--- src/rtl/mux_arbitro_rr.sv ---
// mux_arbitro_rr: round-robin arbiter driving the select of an 8-bit 8:1 bus mux.
// One-hot grant GNT plus binary select S; each grant lasts at most HOLD_MAX cycles.
// Optional feature macro: MUX_ARB_LOCK_EN adds a LOCK input that stretches the
// current grant past HOLD_MAX for as long as LOCK and the holder's request stay high.
module mux_arbitro_rr #(
   parameter int HOLD_MAX = 4,
   parameter int CNT_W    = 8
) (
   input  logic       clk,
   input  logic       reset,
   input  logic [7:0] REQ,
`ifdef MUX_ARB_LOCK_EN
   input  logic       LOCK,
`endif
   output logic [7:0] GNT,
   output logic [2:0] S,
   output logic       BUSY,
   output logic       GRANT_END
);

   // Configuration sanity: HOLD_MAX must be 1..255 and fit in the hold counter.
   if (HOLD_MAX < 1 || HOLD_MAX > 255 || HOLD_MAX > ((64'd1 << CNT_W) - 64'd1)) begin : g_cfg_err
      $error("mux_arbitro_rr: HOLD_MAX=%0d illegal for CNT_W=%0d", HOLD_MAX, CNT_W);
   end

   typedef enum logic {IDLE, GRANT} state_t;

   localparam logic [CNT_W-1:0] HOLD_C = CNT_W'(HOLD_MAX);

   state_t           state;
   logic [2:0]       last;
   logic [CNT_W-1:0] cnt;

   logic [2:0]       search_from;
   logic             found;
   logic [2:0]       winner;
   logic             hold_hit;
   logic             release_now;
   logic             lock_hold;

   // Scan LAST+1 .. LAST+8; iterating backwards lets the closest hit overwrite.
   function automatic logic [3:0] rr_pick(input logic [7:0] req, input logic [2:0] from);
      logic [2:0] idx;
      logic [3:0] res;
      res = 4'd0;
      for (int k = 8; k >= 1; k--) begin
         idx = from + 3'(k);
         if (req[idx]) res = {1'b1, idx};
      end
      return res;
   endfunction

   // Search start and release decision; on release the holder becomes LAST,
   // so the holder itself is examined last.
   always_comb begin
      search_from = (state == GRANT) ? S : last;
      {found, winner} = rr_pick(REQ, search_from);
      hold_hit = (cnt == HOLD_C);
`ifdef MUX_ARB_LOCK_EN
      lock_hold = LOCK;
`else
      lock_hold = 1'b0;
`endif
      release_now = !REQ[S] || (hold_hit && !lock_hold);
   end

   // Arbiter FSM with registered outputs; reset overrides every other event.
   always_ff @(posedge clk) begin
      if (reset) begin
         state     <= IDLE;
         GNT       <= 8'd0;
         S         <= 3'd0;
         BUSY      <= 1'b0;
         GRANT_END <= 1'b0;
         cnt       <= '0;
         last      <= 3'd7;
      end else begin
         GRANT_END <= 1'b0;
         case (state)
            IDLE: begin
               // S keeps its old value while idle so the mux output stays put.
               if (found) begin
                  state <= GRANT;
                  GNT   <= 8'd1 << winner;
                  S     <= winner;
                  BUSY  <= 1'b1;
                  cnt   <= CNT_W'(1);
               end
            end
            GRANT: begin
               if (release_now) begin
                  last      <= S;
                  GRANT_END <= 1'b1;
                  if (found) begin
                     // Back-to-back handover (possibly to the same holder).
                     GNT  <= 8'd1 << winner;
                     S    <= winner;
                     cnt  <= CNT_W'(1);
                  end else begin
                     state <= IDLE;
                     GNT   <= 8'd0;
                     BUSY  <= 1'b0;
                     cnt   <= '0;
                  end
               end else begin
                  // Saturate at HOLD_MAX; only reachable while a lock stretches the grant.
                  if (!hold_hit) cnt <= cnt + CNT_W'(1);
               end
            end
            default: state <= IDLE;
         endcase
      end
   end

endmodule

--- config.mk ---
export PLATFORM = sky130hd
export DESIGN_NAME = mux_arbitro_rr
export DESIGN_NICKNAME = d
export VERILOG_FILES = /design/src/rtl/mux_arbitro_rr.sv
export SDC_FILE = /design/constraint.sdc
export NUM_CORES = 1
export LEC_CHECK = 0
export CAP_MARGIN = 10
export CORE_AREA = 2 2 66 68
export DETAILED_ROUTE_END_ITERATION = 10
export DIE_AREA = 0 0 68 70
export PLACE_DENSITY = 0.76
export RECOVER_POWER = 100
export SETUP_SLACK_MARGIN = 0.1
export SYNTH_ARGS = -nofsm -noshare
export SYNTH_HDL_FRONTEND = slang
export SYNTH_SLANG_ARGS = --single-unit
--- constraint.sdc ---
create_clock -name clk -period 4.34 [get_ports clk]
set_input_delay 1.302 -clock clk [delete_from_list [all_inputs] [get_ports clk]]
set_output_delay 1.302 -clock clk [all_outputs]
set_load 0.02 [all_outputs]
==> results of run 1 <==
## worst min-delay path by stage
stage                               startpoint                   end  slack (ns)  depth (start not counted)
final                      GNT[0]$_SDFFE_PP0P_   GNT[0]$_SDFFE_PP0P_        0.46                          1
after global routing       GNT[3]$_SDFFE_PP0P_   GNT[3]$_SDFFE_PP0P_        0.49                          1
after CTS                  GNT[2]$_SDFFE_PP0P_   GNT[2]$_SDFFE_PP0P_        0.48                          1
after detailed placement  last[1]$_SDFFE_PP1P_  last[1]$_SDFFE_PP1P_        0.45                          1
after global placement    last[1]$_SDFFE_PP1P_  last[1]$_SDFFE_PP1P_        0.45                          1
after floorplan           last[1]$_SDFFE_PP1P_  last[1]$_SDFFE_PP1P_        0.43                          1
## worst max-delay path: stages
cell	delay (ns)
dlygate4sd3_1	0.66
mux2i_1	0.52
and4_1	0.32
nand2_1	0.07
nor3b_1	0.33
ha_1	0.36
nor4b_1	0.08
clkbuf_1	0.14
nand3_1	0.11
xor2_1	0.15
nor2_1	0.05
## state kept, by name, summed over array words and instances (netlist names)
register / count
cnt: 8
BUSY: 1
GRANT_END: 1
S: 3
GNT: 8
last: 3
state: 1
## logic make-up (layout without fill, tap and decap cells)
family          after synthesis  after routing  share of synthesized area
compound gates               55             55                      0.201
xor+xnor                     10             10                     0.0411
fa+ha+maj                     5              5                     0.0294
buf+inv                      14             40                     0.0335
flops                        25             25                      0.235
mux                          40             40                      0.291
simple gates                 69             69                      0.169
## per-stage QoR
step           hold WS, ns  power [uW]
5_1_grt              0.489        1900
3_5_place_dp         0.453        1660
3_3_place_gp         0.451        1640
4_1_cts              0.476        1800
6_report             0.464        1760
2_1_floorplan        0.435        1330
## synth_stat cells, drive strengths merged, types with 2 or more instances
master / n / share of area
mux4: 13 / 0.14
clkbuf: 3 / 0.0053
o221ai: 4 / 0.016
nand2: 22 / 0.039
o211ai: 2 / 0.0070
mux2i: 19 / 0.10
inv: 8 / 0.015
a32o: 8 / 0.038
nor2b: 2 / 0.0059
o21ai: 8 / 0.019
buf: 3 / 0.013
o22ai: 3 / 0.0088
a21oi: 8 / 0.019
nor2: 23 / 0.043
and4: 2 / 0.0082
a211o: 3 / 0.012
a221o: 2 / 0.0094
a21o: 2 / 0.0070
nor3b: 2 / 0.012
mux2: 8 / 0.048
xnor2: 6 / 0.025
a221oi: 2 / 0.0082
xor2: 4 / 0.016
a211oi: 2 / 0.0094
dfxtp: 25 / 0.24
and2: 2 / 0.0059
and3: 5 / 0.015
nand3: 4 / 0.0094
ha: 5 / 0.029
nor4b: 2 / 0.0082
## per-layer routing
layer | GRT usage | up-vias
met5 | 0 | -
met4 | 0.0533 | 0
met3 | 0.0403 | 4
met2 | 0.376 | 69
met1 | 0.301 | 898
li1 | - | 914
## cell type report
class                           count  area share
Timing Repair Buffer               28       0.107
Tap cell                           52      0.0267
Multi-Input combinational cell    179       0.629
Clock buffer                        4      0.0185
Inverter                            8      0.0133
Sequential cell                    25       0.205
## power groups by stage
| stage | combinational, uW | sequential, uW | clock (uW) |
|---|---|---|---|
| after floorplan | 940 | 394 | 0 |
| after global routing | 1400 | 346 | 150 |
| after CTS | 1310 | 344 | 141 |
| after global placement | 1290 | 350 | 0 |
| after detailed placement | 1310 | 350 | 0 |
| final | 1280 | 338 | 137 |
==> out/qor.txt, run 1 <==
status = finished clean
switching share of power = 0.470
critical path required time = 4.49 ns
Synth cell types = 56
commonest non-fill, non-tap cell in the layout = dfxtp_1
num rows = 24
Antenna Violating Nets Remaining = 0
CP arrival = 4.10 ns
worst reg2reg path depth = 9
Yosys warning count = 0
worst setup margin = 0.389 ns
Met1 Routed Length = 2.13 mm
clock tree buffer depth = 2
antenna violations before repair = 0
combinational share of power = 0.730
Sw Pwr = 826 uW
met3 WL = 251 um
LEAKAGE = 0.000980 uW
htree depth = 1
Initial Util = 0.514
register area = 500 um^2
Worst-path clk slew = 0.08 ns
core footprint = 4140 um^2
Internal Power = 931 uW
syn_area_per_cell = 9.77 um^2
Nets = 260
Post-synth top flop = dfxtp_1
Fin. Hold Viols = 0
dpl ws = 0.284 ns
slew of the pin with the lowest slew margin = 0.687 ns
sequential fraction of the synthesis area = 0.235
First-pass DRT Iterations = 4
first-pass GRT wire length = 8.46 mm
r2r endpoint = GNT[4]$_SDFFE_PP0P_
Antenna Cells = 0
setup TNS = 0 ns
Max IR drop VDD = 0.366 mV
Vias/cell = 6.37
Tcrit/Tclk final = 0.910
Placed Area = 2420 um^2
WL/cell = 16.6 um
share of layout cells above drive strength 1 = 0.135
Post-Place Cells = 292
clock tree sinks = 25
Final setup viols = 0
die area = 4760 um^2
initial drt markers = 124
vias post-DR = 1,885
Clk pwr share = 0.078
WL met2 = 2.51 mm
max_cap viols = 0
worst skew pair latency = 0.27 ns
sequential power share = 0.192
Clock Skew = 0.00190 ns
Mapped Nets = 233
post-CTS setup buffers = 0
# fillers = 369
Hold Crit Class = flop to flop
largest net degree at the start of global routing = 16
CTS tree = yes
post-cts sizing count = 0
post-route cell area = 2440 um^2
drt total wl = 4.92 mm
most frequent cells in the layout = dfxtp_1, nand2_1, nor2_1
pwr/cell area = 721 nW/um^2
port bufs = 22
Ports = 23
Synth Instances = 218
number of flops mapped to enable cells by yosys = 0
Die W = 68 um
vias in the first global route = 1,784
number of buffers created by CTS = 3
CP startpoint = REQ[6]
die height = 70 um
R2R setup slack = 0.46 ns
worst-path maximum fanout = 9
area of the multi-input gates = 1530 um^2
uppermost layer routed = met4
placed wire-length estimate = 3.73 mm
r2r startpoint = state$_SDFF_PP0_
Area Overhead vs Synth = 14.5%
CTS hold repair buffers = 0
drt drc = 0
Util after Layout = 0.588
crit end category = flop
min Tclk post-route = 3.95 ns
Max Clk Rate = 253 MHz
Setup crit end = cnt[5]$_SDFFE_PP0P_
Slew Viols, Final = 0
startpoint class of the critical path = input pin
synthesized cell area = 2130 um^2
GR Overflow Total = 0
Rel. slew slack = 0.539
Layout Cells excl Fill = 296
Total GRT Usage = 0.227
RePlAce Congestion = 0.898
RSZ-0062 raised after global routing = no
Setup CP Type = input pin to flop
FFs w/ async S/R, synth = 0
CTS root buffer = clkbuf_8
Yosys reg bits = 25
Note: power is estimated with default switching activity, not from simulation.
==> run 2: changes to the inputs <==
--- a/config.mk
+++ b/config.mk
@@ -10,7 +10,6 @@
 export DETAILED_ROUTE_END_ITERATION = 10
 export DIE_AREA = 0 0 68 70
 export PLACE_DENSITY = 0.76
-export RECOVER_POWER = 100
 export SETUP_SLACK_MARGIN = 0.1
 export SYNTH_ARGS = -nofsm -noshare
 export SYNTH_HDL_FRONTEND = slang
==> run 2 against run 1 <==
Critical path depth shrank 1. Clock-buffer cell count unchanged. Combinational power is 3% higher. Sequential cell count unchanged. Register-to-register slack better by 0.13 ns. Via count increased by 0.21%. Cell area up 1.1%. Hold slack improved by 0.0061 ns. Die area is the same. Fmax up 4.0%. Critical endpoint unchanged.
==> out/qor.txt, run 2 (same netlist as run 1, synthesis figures left out) <==
worst-path maximum fanout = 9 (unchanged)
post-cts sizing count = 0 (unchanged)
RePlAce Congestion = 0.898 (unchanged)
status = finished clean (unchanged)
Ports = 23 (unchanged)
die area = 4760 um^2 (unchanged)
vias post-DR = 1,889 (was 1,885)
Fin. Hold Viols = 0 (unchanged)
Die W = 68 um (unchanged)
first-pass GRT wire length = 8.46 mm (unchanged)
min Tclk post-route = 3.80 ns (was 3.95 ns)
Initial Util = 0.514 (unchanged)
Final setup viols = 0 (unchanged)
area of the multi-input gates = 1560 um^2 (was 1530 um^2)
slowest library cell on the worst path = clkdlybuf4s50_1 (was dlygate4sd3_1)
Final Power = 1800 uW (was 1760 uW)
slew of the pin with the lowest slew margin = 0.692 ns (was 0.687 ns)
commonest non-fill, non-tap cell in the layout = dfxtp_1 (unchanged)
Hold WS = 0.470 ns (was 0.464 ns)
Area Overhead vs Synth = 15.8% (was 14.5%)
WL/cell = 16.6 um (about the same)
Max IR drop VDD = 0.372 mV (was 0.366 mV)
R2R setup slack = 0.59 ns (was 0.46 ns)
Nets = 260 (unchanged)
largest net degree at the start of global routing = 16 (unchanged)
First-pass DRT Iterations = 4 (unchanged)
Hold Crit Class = flop to flop (unchanged)
cell chain of the critical path = clkdlybuf4s50_1, mux2i_1, mux4_2, nor3b_4, ha_1, nor4b_1, buf_4, nand3_1, xor2_1, nor2_1 (was dlygate4sd3_1, mux2i_1, and4_1, nand2_1, nor3b_1, ha_1, nor4b_1, clkbuf_1, nand3_1, xor2_1, nor2_1)
dpl ws = 0.284 ns (unchanged)
worst setup margin = 0.541 ns (was 0.389 ns)
critical path required time = 4.49 ns (about the same)
clock tree sinks = 25 (unchanged)
vias in the first global route = 1,784 (unchanged)
most frequent cells in the layout = dfxtp_1, nand2_1, clkdlybuf4s50_1 (was dfxtp_1, nand2_1, nor2_1)
startpoint class of the critical path = input pin (unchanged)
share of layout cells above drive strength 1 = 0.148 (was 0.135)
drt drc = 0 (unchanged)
CTS root buffer = clkbuf_8 (unchanged)
Vias/cell = 6.38 (was 6.37)
register area = 500 um^2 (unchanged)
htree depth = 1 (unchanged)
Rel. slew slack = 0.535 (was 0.539)
Antenna Violating Nets Remaining = 0 (unchanged)
r2r startpoint = state$_SDFF_PP0_ (unchanged)
pwr/cell area = 732 nW/um^2 (was 721 nW/um^2)
Setup CP Type = input pin to flop (unchanged)
core footprint = 4140 um^2 (unchanged)
num rows = 24 (unchanged)
worst path bufs/invs = 2 (unchanged)
CP startpoint = REQ[4] (was REQ[6])
clock tree buffer depth = 2 (unchanged)
CP arrival = 3.95 ns (was 4.10 ns)
drt total wl = 4.92 mm (about the same)
Total GRT Usage = 0.227 (unchanged)
setup TNS = 0 ns (unchanged)
GR Overflow Total = 0 (unchanged)
# fillers = 367 (was 369)
hold path start = GNT[0]$_SDFFE_PP0P_ (unchanged)
Tcrit/Tclk final = 0.875 (was 0.910)
LEAKAGE = 0.000954 uW (was 0.000980 uW)
Clock Skew = 0.00282 ns (was 0.00190 ns)
RSZ-0062 raised after global routing = no (unchanged)
Largest regs = GNT (8), cnt (8) (unchanged)
worst skew pair latency = 0.27 ns (about the same)
Max Clk Rate = 263 MHz (was 253 MHz)
die height = 70 um (unchanged)
number of buffers created by CTS = 3 (unchanged)
Slew Viols, Final = 0 (unchanged)
Antenna Cells = 0 (unchanged)
CTS hold repair buffers = 0 (unchanged)
Util after Layout = 0.595 (was 0.588)
CTS tree = yes (unchanged)
CP delay by family, top = buffers and inverters (was simple AND/OR/NAND/NOR gates)
placed wire-length estimate = 3.73 mm (unchanged)
initial drt markers = 91 (was 124)
port bufs = 22 (unchanged)
crit end category = flop (unchanged)
CP max stage delay = 0.66 ns (about the same)
antenna violations before repair = 0 (unchanged)
post-CTS setup buffers = 0 (unchanged)
Worst-path clk slew = 0.08 ns (about the same)
max_cap viols = 0 (unchanged)
[run 2: final timing paths]
path,to,cells after the start
max,cnt[5]$_SDFFE_PP0P_,10
min,GNT[0]$_SDFFE_PP0P_,1
max reg2reg,GNT[4]$_SDFFE_PP0P_,9
min reg2reg,GNT[0]$_SDFFE_PP0P_,1
[run 2: area by class of cell]
class,instances,area share
multi-input cells,179,0.632
repair buffers,28,0.108
well taps,52,0.0264
flip-flops and latches,25,0.203
inverters,8,0.0132
clock buffers,4,0.0183
[run 2: power breakdown]
part,internal (uW),switching (uW)
combinational,607,716
clock,65.7,71.6
sequential,289,55.3
[run 2: per-stage QoR]
stage	area, um^2	instances
2_1_floorplan	2130	218
3_3_place_gp	2420	292
3_5_place_dp	2420	292
4_1_cts	2470	296
5_1_grt	2470	296
6_report	2470	296
[run 2: metal layers]
metal / share of wire / GRT usage / up-vias
met5: 0 / 0 / -
met4: 0.014 / 0.0533 / 0
li1: - / - / 908
met2: 0.50 / 0.376 / 60
met1: 0.43 / 0.301 / 912
met3: 0.055 / 0.0403 / 9
